===== config.mk =====
export PLATFORM = sky130hd
export DESIGN_NAME = veerwolf_board_io
export DESIGN_NICKNAME = d
export VERILOG_FILES = /design/src/rtl/veerwolf_board_io.sv
export SDC_FILE = /design/constraint.sdc
export NUM_CORES = 1
export LEC_CHECK = 0
export BUFFER_PORTS_ARGS = -buffer_cell sky130_fd_sc_hd__buf_2
export CORE_ASPECT_RATIO = 1.1
export CORE_MARGIN = 5
export CORE_UTILIZATION = 50
export DETAILED_ROUTE_END_ITERATION = 16
export PLACE_DENSITY = 0.79
export REMOVE_ABC_BUFFERS = 1
export SYNTH_ARGS = -nofsm -noshare
export SYNTH_HDL_FRONTEND = slang
export SYNTH_SLANG_ARGS = --single-unit

===== constraint.sdc =====
create_clock -name clk -period 23.1 [get_ports clk]
set_input_delay 4.62 -clock clk [delete_from_list [all_inputs] [get_ports clk]]
set_output_delay 4.62 -clock clk [all_outputs]
set_load 0.02 [all_outputs]

===== src/rtl/veerwolf_board_io.sv =====
// Board I/O conditioning for VeeRwolf: switch sync/debounce with edge pulses, LED pipeline, glitch-free UART TX mux.
// Optional heartbeat on the top LED is enabled by defining VEERWOLF_BOARD_IO_HEARTBEAT_EN.
module veerwolf_board_io #(
  parameter int SW_WIDTH         = 16,
  parameter int LED_WIDTH        = 16,
  parameter int SYNC_STAGES      = 2,
  parameter int DEBOUNCE_CYCLES  = 50000,
  parameter int UART_SEL_BIT     = 0,
  parameter int IDLE_CYCLES      = 1000,
  parameter int HEARTBEAT_CYCLES = 25000000
) (
  input  logic                 clk,
  input  logic                 rst,
  input  logic [SW_WIDTH-1:0]  i_sw,
  output logic [SW_WIDTH-1:0]  o_sw,
  output logic [SW_WIDTH-1:0]  o_sw_rise,
  output logic [SW_WIDTH-1:0]  o_sw_fall,
  input  logic [LED_WIDTH-1:0] i_led,
  output logic [LED_WIDTH-1:0] o_led,
  input  logic                 i_tx_a,
  input  logic                 i_tx_b,
  output logic                 o_uart_tx,
  output logic                 o_tx_sel
);

  localparam int DB_CW = $clog2(DEBOUNCE_CYCLES + 1);
  localparam logic [DB_CW-1:0] DB_LAST = DB_CW'(DEBOUNCE_CYCLES - 1);
  localparam logic [DB_CW-1:0] DB_ONE  = DB_CW'(1);
  localparam int IDLE_CW = $clog2(IDLE_CYCLES + 1);
  localparam logic [IDLE_CW-1:0] IDLE_LAST = IDLE_CW'(IDLE_CYCLES - 1);
  localparam logic [IDLE_CW-1:0] IDLE_ONE  = IDLE_CW'(1);

  typedef enum logic [0:0] {
    ST_ACTIVE = 1'b0,
    ST_DRAIN  = 1'b1
  } tx_state_e;

  logic [SW_WIDTH-1:0]  sync_r [SYNC_STAGES];
  logic [SW_WIDTH-1:0]  sw_s;
  logic [SW_WIDTH-1:0]  sw_r;
  logic [SW_WIDTH-1:0]  rise_r;
  logic [SW_WIDTH-1:0]  fall_r;
  logic [DB_CW-1:0]     db_cnt_r [SW_WIDTH];
  logic [LED_WIDTH-1:0] led_p1_r;
  logic [LED_WIDTH-1:0] led_p2_r;
  logic [LED_WIDTH-1:0] led_out_s;
  tx_state_e            state_r;
  tx_state_e            state_nxt_s;
  logic                 sel_r;
  logic                 sel_nxt_s;
  logic [IDLE_CW-1:0]   idle_r;
  logic [IDLE_CW-1:0]   idle_nxt_s;
  logic                 uart_tx_r;
  logic                 req_s;
  logic                 both_idle_s;

  // Metastability chain: raw switches are asynchronous to clk
  always_ff @(posedge clk or posedge rst) begin
    if (rst) begin
      for (int k = 0; k < SYNC_STAGES; k++) begin
        sync_r[k] <= '0;
      end
    end else begin
      sync_r[0] <= i_sw;
      for (int k = 1; k < SYNC_STAGES; k++) begin
        sync_r[k] <= sync_r[k-1];
      end
    end
  end

  assign sw_s = sync_r[SYNC_STAGES-1];

  // Per-channel debounce: a change is accepted only after DEBOUNCE_CYCLES stable samples
  always_ff @(posedge clk or posedge rst) begin
    if (rst) begin
      sw_r   <= '0;
      rise_r <= '0;
      fall_r <= '0;
      for (int i = 0; i < SW_WIDTH; i++) begin
        db_cnt_r[i] <= '0;
      end
    end else begin
      for (int i = 0; i < SW_WIDTH; i++) begin
        if (sw_s[i] == sw_r[i]) begin
          db_cnt_r[i] <= '0;
          rise_r[i]   <= 1'b0;
          fall_r[i]   <= 1'b0;
        end else if (db_cnt_r[i] == DB_LAST) begin
          sw_r[i]     <= sw_s[i];
          db_cnt_r[i] <= '0;
          rise_r[i]   <= sw_s[i];
          fall_r[i]   <= ~sw_s[i];
        end else begin
          db_cnt_r[i] <= db_cnt_r[i] + DB_ONE;
          rise_r[i]   <= 1'b0;
          fall_r[i]   <= 1'b0;
        end
      end
    end
  end

  assign o_sw      = sw_r;
  assign o_sw_rise = rise_r;
  assign o_sw_fall = fall_r;

  // Two-stage LED output pipeline
  always_ff @(posedge clk or posedge rst) begin
    if (rst) begin
      led_p1_r <= '0;
      led_p2_r <= '0;
    end else begin
      led_p1_r <= i_led;
      led_p2_r <= led_p1_r;
    end
  end

`ifdef VEERWOLF_BOARD_IO_HEARTBEAT_EN
  localparam int HB_CW = $clog2(HEARTBEAT_CYCLES + 1);
  localparam logic [HB_CW-1:0] HB_LAST = HB_CW'(HEARTBEAT_CYCLES - 1);
  localparam logic [HB_CW-1:0] HB_ONE  = HB_CW'(1);

  logic [HB_CW-1:0] hb_cnt_r;
  logic             hb_r;

  // Free-running heartbeat toggling every HEARTBEAT_CYCLES cycles
  always_ff @(posedge clk or posedge rst) begin
    if (rst) begin
      hb_cnt_r <= '0;
      hb_r     <= 1'b0;
    end else if (hb_cnt_r == HB_LAST) begin
      hb_cnt_r <= '0;
      hb_r     <= ~hb_r;
    end else begin
      hb_cnt_r <= hb_cnt_r + HB_ONE;
    end
  end

  // Top LED shows the heartbeat instead of the core value
  always_comb begin
    led_out_s                = led_p2_r;
    led_out_s[LED_WIDTH-1]   = hb_r;
  end
`else
  // All LEDs come straight from the pipeline
  always_comb begin
    led_out_s = led_p2_r;
  end
`endif

  assign o_led = led_out_s;

  assign req_s       = sw_r[UART_SEL_BIT];
  assign both_idle_s = i_tx_a & i_tx_b;

  // TX source FSM state, selection, idle counter and registered pin
  always_ff @(posedge clk or posedge rst) begin
    if (rst) begin
      state_r   <= ST_ACTIVE;
      sel_r     <= 1'b0;
      idle_r    <= '0;
      uart_tx_r <= 1'b1;
    end else begin
      state_r   <= state_nxt_s;
      sel_r     <= sel_nxt_s;
      idle_r    <= idle_nxt_s;
      uart_tx_r <= sel_r ? i_tx_b : i_tx_a;
    end
  end

  // Switch source only after both lines have been idle long enough to be between frames
  always_comb begin
    state_nxt_s = state_r;
    sel_nxt_s   = sel_r;
    idle_nxt_s  = idle_r;
    case (state_r)
      ST_ACTIVE: begin
        if (req_s != sel_r) begin
          state_nxt_s = ST_DRAIN;
          idle_nxt_s  = '0;
        end else begin
          state_nxt_s = ST_ACTIVE;
        end
      end
      ST_DRAIN: begin
        if (req_s == sel_r) begin
          state_nxt_s = ST_ACTIVE;
          idle_nxt_s  = '0;
        end else if (both_idle_s) begin
          if (idle_r == IDLE_LAST) begin
            sel_nxt_s   = req_s;
            idle_nxt_s  = '0;
            state_nxt_s = ST_ACTIVE;
          end else begin
            idle_nxt_s  = idle_r + IDLE_ONE;
          end
        end else begin
          idle_nxt_s = '0;
        end
      end
      default: begin
        state_nxt_s = ST_ACTIVE;
        idle_nxt_s  = '0;
      end
    endcase
  end

  assign o_uart_tx = uart_tx_r;
  assign o_tx_sel  = sel_r;

endmodule


==> results_dict.tcl, run 1 <==
set metrics [dict create \
    start_util_pct 50.77 \
    coreArea_um2 32370 \
    finalPower_mw 1.385 \
    hold_viol_final 0 \
    dieHeight_um 200.2 \
    wl_per_cell_um 14.34 \
    ys_warn_count 0 \
    maxCapViolCount 0 \
    synthCells 1506 \
    multiInputGateArea_um2 6620 \
    fin_crit_sh_pct 25.59 \
    h-tree-depth 2 \
    drive_gt1_share_pct 12.29 \
    synthesis.area_per_instance_um2 10.91 \
    synthFlopType "dfrtp_1" \
    synth-seq-cells 381 \
    hp-class "flip-flop to flip-flop" \
    arrival_ps 1290 \
    finalSetupViolations 0 \
    slew_viol_final 0 \
    die_w_um 182.9 \
    startpoint_type "flip-flop" \
    overflow 0 \
    post_cts_resized 0 \
    wl_mm 29.79 \
    antenna_found_initial 1 \
    crit_path_max_incr_delay_ps 520 \
    post-cts-setup-buffers 0 \
    path_class "flip-flop to primary output" \
    path_max_fanout 8 \
    area_growth_pct 14.18 \
    grt_pass1_wl_mm 52.96 \
    power_density_nw_per_um2 73.81 \
    antenna_left 0 \
    max_freq_ghz 0.1692 \
    slowest_stage "dfrtp_1" \
    clock_insertion_delay_worst_skew_ps 540 \
    grt_pass1_vias 11420 \
    synth-async-reset-ratio_pct 100.0 \
    pre_cts_ws_ps 16640 \
    ff_latch_area_um2 9535 \
    drtPass1Iterations 5 \
    grt_max_degree 172 \
    nFillCells 2650 \
    crit_chain "buf_2" \
    setup_ws_ps 17190 \
    cp_top_family "flip-flops" \
    nets 1674 \
    place.gp.congestion 0.8267 \
    path_clk_slew_ps 60 \
    status "finished, final reports clean" \
    diodes 0 \
    hold_buffers 0 \
    critical_path_buf_inv_count 1 \
    p_leak_nw 8.031 \
    yosysSeqAreaShare_pct 58.01 \
    via_per_inst 5.387 \
    drc 0 \
    max_slew_margin_pct 36.89 \
    dpl.hpwl_mm 19.51 \
    cts_tree "yes" \
    rsz0062_at_grt "false" \
    synth_cell_types 48 \
    vias 11200 \
    worst_pin_slew_ps 946.7 \
    fin_skew_ps 12.79 \
    root_buffer "clkbuf_16" \
    numCtsBuffers 40 \
    ir_worst_vdd_mv 0.06520 \
    end_kind "primary output" \
    numPortBuffers 101 \
    synth_area_um2 16440 \
    rows 69 \
    synth_enable_flop_cells 0 \
    dieArea_um2 36600 \
    crit_required_ps 18480 \
    whs_ps 341.6 \
    drt-initial-drc-count 577 \
    grtUsageTotal_pct 16.53 \
    clock_sinks 381 \
    finalSetupTns_ps 0 \
    clockBufferDepth 3 \
    ios 102 \
    min_period_ps 5911 \
]
## synth_stat cells (11+ instances only)
cell | number | area (um^2)
dfrtp_1 | 380 | 9509
nor2_1 | 258 | 968.4
xnor2_1 | 153 | 1340
nand2_1 | 84 | 315.3
nand3_1 | 80 | 400.4
xor2_1 | 76 | 665.6
nand4_1 | 71 | 444.2
nor4_1 | 55 | 344.1
nor3_1 | 44 | 220.2
inv_1 | 42 | 157.7
nor3b_1 | 33 | 247.7
clkbuf_1 | 28 | 105.1
nor4bb_1 | 28 | 280.3
and3_1 | 27 | 168.9
ha_1 | 17 | 212.7
mux2_2 | 17 | 191.4
and4_1 | 14 | 122.6
a21oi_1 | 13 | 65.06
o21ai_0 | 13 | 65.06
or3_1 | 11 | 68.82
## cells in the final DEF, fill, tap and decap left out, types with 33 or more instances in the layout
cell type	netlist	layout
dfrtp_1	380	380
nor2_1	258	258
xnor2_1	153	153
buf_2	0	101
nand2_1	84	84
nand3_1	80	80
xor2_1	76	76
nand4_1	71	71
nor4_1	55	55
nor3_1	44	44
inv_1	42	41
clkbuf_16	0	41
nor3b_1	33	33
## registers in the layout, indices dropped and copies added (netlist names)
name and cells:
o_sw_fall 16, db_cnt_r 256, sw_s 16, o_uart_tx 1, led_p1_r 16, o_tx_sel 1, idle_r 10, o_sw_rise 16
o_sw 16, state_r 1, sync_r 16, o_led 16
## cells by family (layout without fill, tap and decap cells)
kind of cell    Yosys count  after routing  share of synthesized area (%)
fa+ha+maj                17             17                          1.294
flops                   381            381                          58.01
buf+inv                  72            218                          1.713
compound gates           43             43                          1.637
xor+xnor                229            229                          12.20
simple gates            746            746                          23.89
mux                      18             18                          1.256
## final cells by class
cell class / count / share of cell area, %
well taps: 426 / 2.840
repair buffers: 103 / 2.840
flip-flops and latches: 381 / 50.81
inverters: 42 / 0.8800
multi-input cells: 1053 / 35.27
clock buffers: 59 / 6.520
clock inverters: 14 / 0.8400
## per-layer routing
| metal | vias up | wire length, um | GRT usage (%) |
|---|---|---|---|
| met1 | 5530 | 13240 | 21.90 |
| met2 | 159 | 14600 | 27.44 |
| li1 | 5452 | - | - |
| met3 | 52 | 1309 | 3.737 |
| met4 | 2 | 641 | 4.870 |
| met5 | - | 7 | 0 |
## stage by stage
| step | util [%] | cells | instance area, um^2 |
|---|---|---|---|
| 6_report | 57.97 | 2078 | 18770 |
| 2_1_floorplan | - | 1476 | 16310 |
| 4_1_cts | 57.97 | 2078 | 18770 |
| 3_3_place_gp | 53.70 | 2005 | 17390 |
| 5_1_grt | 57.97 | 2078 | 18770 |
| 3_5_place_dp | 53.70 | 2005 | 17390 |
## report_power, final
part           internal, mW  total [mW]  switching, mW
clock network         0.401       0.656          0.255
registers             0.680       0.690        0.00968
logic                0.0114      0.0392         0.0278
## worst paths after layout
check / startpoint / end / slack [ps] / depth (start not counted)
worst max-delay path: o_sw[0] / o_sw[0] / 17190 / 1
worst min-delay path: led_p1_r[13] / o_led[13] / 340 / 0
worst max register to register: idle_r[0] / o_tx_sel / 21090 / 5
worst min register to register: led_p1_r[13] / o_led[13] / 340 / 0
max in group asynchronous: rst / db_cnt_r[57] / 17320 / 3
min in group asynchronous: rst / o_sw_fall[8] / 4270 / 2
Note: power is estimated with default switching activity, not from simulation.
==> run 2, diff against run 1 <==
Settings changed: ABC_AREA set to 1, PLACE_DENSITY 0.79 to 0.81.
Clock period 23.1 ns to 5.3 ns, I/O delays scaled along.
==> run 2 against run 1 <==
Combinational power grew to 5.6 times the previous value. Flip-flop and latch count stayed put. Clock power increased to 4.3 times the previous value. Routed wire length grew 16%. Core utilization shrank 0.55 points.
==> results_dict.tcl, run 2 <==
set metrics [dict create \
    dpl.hpwl_mm 24.00 \
    crit_chain "buf_2" \
    rows 73 \
    place.gp.congestion 0.8892 \
    vias 14240 \
    finalSetupViolations 0 \
    path_max_fanout 6 \
    wl_mm 34.68 \
    postPlaceCellArea_um2 19390 \
    yosysSeqAreaShare_pct 52.30 \
    post-cts-setup-buffers 0 \
    via_per_inst 4.978 \
    synth_top_cells_by_count "nor2_1, nand2_1, dfrtp_1, inv_1, nand3_1" \
    grt_max_degree 135 \
    setup_ws_ps 3031 \
    area_growth_pct 13.63 \
    slowest_stage "dfrtp_1" \
    slew_viol_final 0 \
    synth_cell_types 29 \
    max_freq_ghz 0.4407 \
    synth_enable_flop_cells 0 \
    numPortBuffers 101 \
    crit_path_max_incr_delay_ps 460 \
    startpoint_type "flip-flop" \
    overflow 0 \
    place_inst 2788 \
    grt_pass1_wl_mm 61.49 \
    p_leak_nw 9.697 \
    maxCapViolCount 0 \
    synth_most_common_cell "nor2_1" \
    antenna_left 0 \
    whs_ps 347.8 \
    layoutNonFillerInstCount 2860 \
    clockBufferDepth 3 \
    power_density_nw_per_um2 290.5 \
    post_cts_resized 0 \
    root_buffer "clkbuf_16" \
    drtPass1Iterations 7 \
    yosys.area.top_type "dfrtp_1" \
    fin_util_pct 57.42 \
    hold_viol_final 0 \
    status "finished, final reports clean" \
    synth-seq-cells 381 \
    synthFlopType "dfrtp_1" \
    dieArea_um2 40390 \
    yosysTopAreaCellShare_pct 52.16 \
    rsz0062_at_grt "false" \
    fin_crit_sh_pct 42.82 \
    synthCells 2198 \
    clock_sinks 381 \
    synth-async-reset-ratio_pct 100.0 \
    min_period_ps 2269 \
    synth_area_leaders "dfrtp_1, nor2_1, nand2_1" \
    crit_required_ps 4240 \
    design_area_um2 20720 \
    ir_worst_vdd_mv 0.2434 \
    path_class "flip-flop to primary output" \
    wl_per_cell_um 12.13 \
    drive_gt1_share_pct 14.54 \
    synth_area_um2 18230 \
    clock_insertion_delay_worst_skew_ps 540 \
    worst_pin_slew_ps 951.9 \
    ys_warn_count 0 \
    ios 102 \
    max_slew_margin_pct 36.54 \
    drt-initial-drc-count 815 \
    synthesis.area_per_instance_um2 8.294 \
    path_clk_slew_ps 60 \
    start_util_pct 50.53 \
    numCtsBuffers 41 \
    top_register "db_cnt_r" \
    hp-class "flip-flop to flip-flop" \
    h-tree-depth 2 \
    fin_skew_ps 16.70 \
    drc 0 \
    end_kind "primary output" \
    cts_tree "yes" \
    coreArea_um2 36080 \
    die_w_um 192.1 \
    dieHeight_um 210.3 \
    nets 2397 \
    mostFrequentLayoutCells "nor2_1, nand2_1, dfrtp_1" \
    finalPower_mw 6.017 \
    grtUsageTotal_pct 17.62 \
    antenna_found_initial 1 \
    critical_path_buf_inv_count 1 \
    grt_pass1_vias 14290 \
    largest_register_ffs 256 \
    arrival_ps 1210 \
    finalSetupTns_ps 0 \
    cp_top_family "flip-flops" \
    pre_cts_ws_ps 2865 \
    hold_buffers 0 \
    mostFrequentLayoutCell "nor2_1" \
]
## run 2: changes by cell type after synthesis, sizes merged, moves of 34 or more
cell,delta
a21oi,+60
inv,+259
xnor2,-129
nand3,+34
nand4,-38
nor4,-56
nand2,+380
nor3,+66
nor2,+272
## run 2: final timing paths
check / from / endpoint / slack (ps) / cells past startpoint
hold / removal: led_p1_r[12] / o_led[12] / 350 / 0
setup / recovery: o_sw[0] / o_sw[0] / 3030 / 1
setup reg to reg: o_sw[8] / db_cnt_r[125] / 3620 / 8
max in group asynchronous: rst / db_cnt_r[131] / 3520 / 3
hold reg to reg: led_p1_r[12] / o_led[12] / 350 / 0
min in group asynchronous: rst / sync_r[20] / 720 / 2
## run 2: kinds of logic (layout without fill, tap and decap cells)
| logic type | count (synthesis) | in the layout | synth area share, % |
|---|---|---|---|
| AND/OR/NAND/NOR | 1267 | 1267 | 31.84 |
| flip-flops | 381 | 381 | 52.30 |
| buffers and inverters | 303 | 477 | 6.280 |
| AO/OA/AOI/OAI | 152 | 152 | 4.646 |
| XOR/XNOR | 77 | 77 | 3.699 |
| adder cells (fa/ha/maj) | 17 | 17 | 1.167 |
| multiplexers | 1 | 1 | 0.06176 |
| other | 0 | 1 | 0 |
## run 2: layout make-up
class | count | area, um^2
multi-input cells | 1514 | 7551
clock buffers | 55 | 1159
flip-flops and latches | 381 | 9535
diodes | 1 | 2.502
inverters | 301 | 1137
clock inverters | 16 | 161.4
fillers | 3054 | 15360
repair buffers | 105 | 560.5
well taps | 487 | 609.3
## run 2: worst reg2reg max path: cells and delay by family, from the launching register on
kind / cells / cell delay, ps
buffers and inverters: 3 / 300
DFF: 1 / 430
and+or+nand+nor: 5 / 840
## run 2: layer usage
layer / vias to the layer above / wire length (um) / global-route usage, %
met5: - / 13 / 0
met4: 2 / 639 / 5.116
met3: 61 / 1551 / 3.445
met2: 248 / 17350 / 31.42
met1: 6733 / 15130 / 21.78
li1: 7193 / - / -
## run 2: report_power, final
part           leakage, nW  switching, mW  total, mW  internal [mW]
sequential            5.08         0.0356       3.00           2.96
clock                0.660           1.12       2.80           1.67
combinational         3.96          0.157      0.220         0.0626
total                 9.70           1.32       6.02           4.70
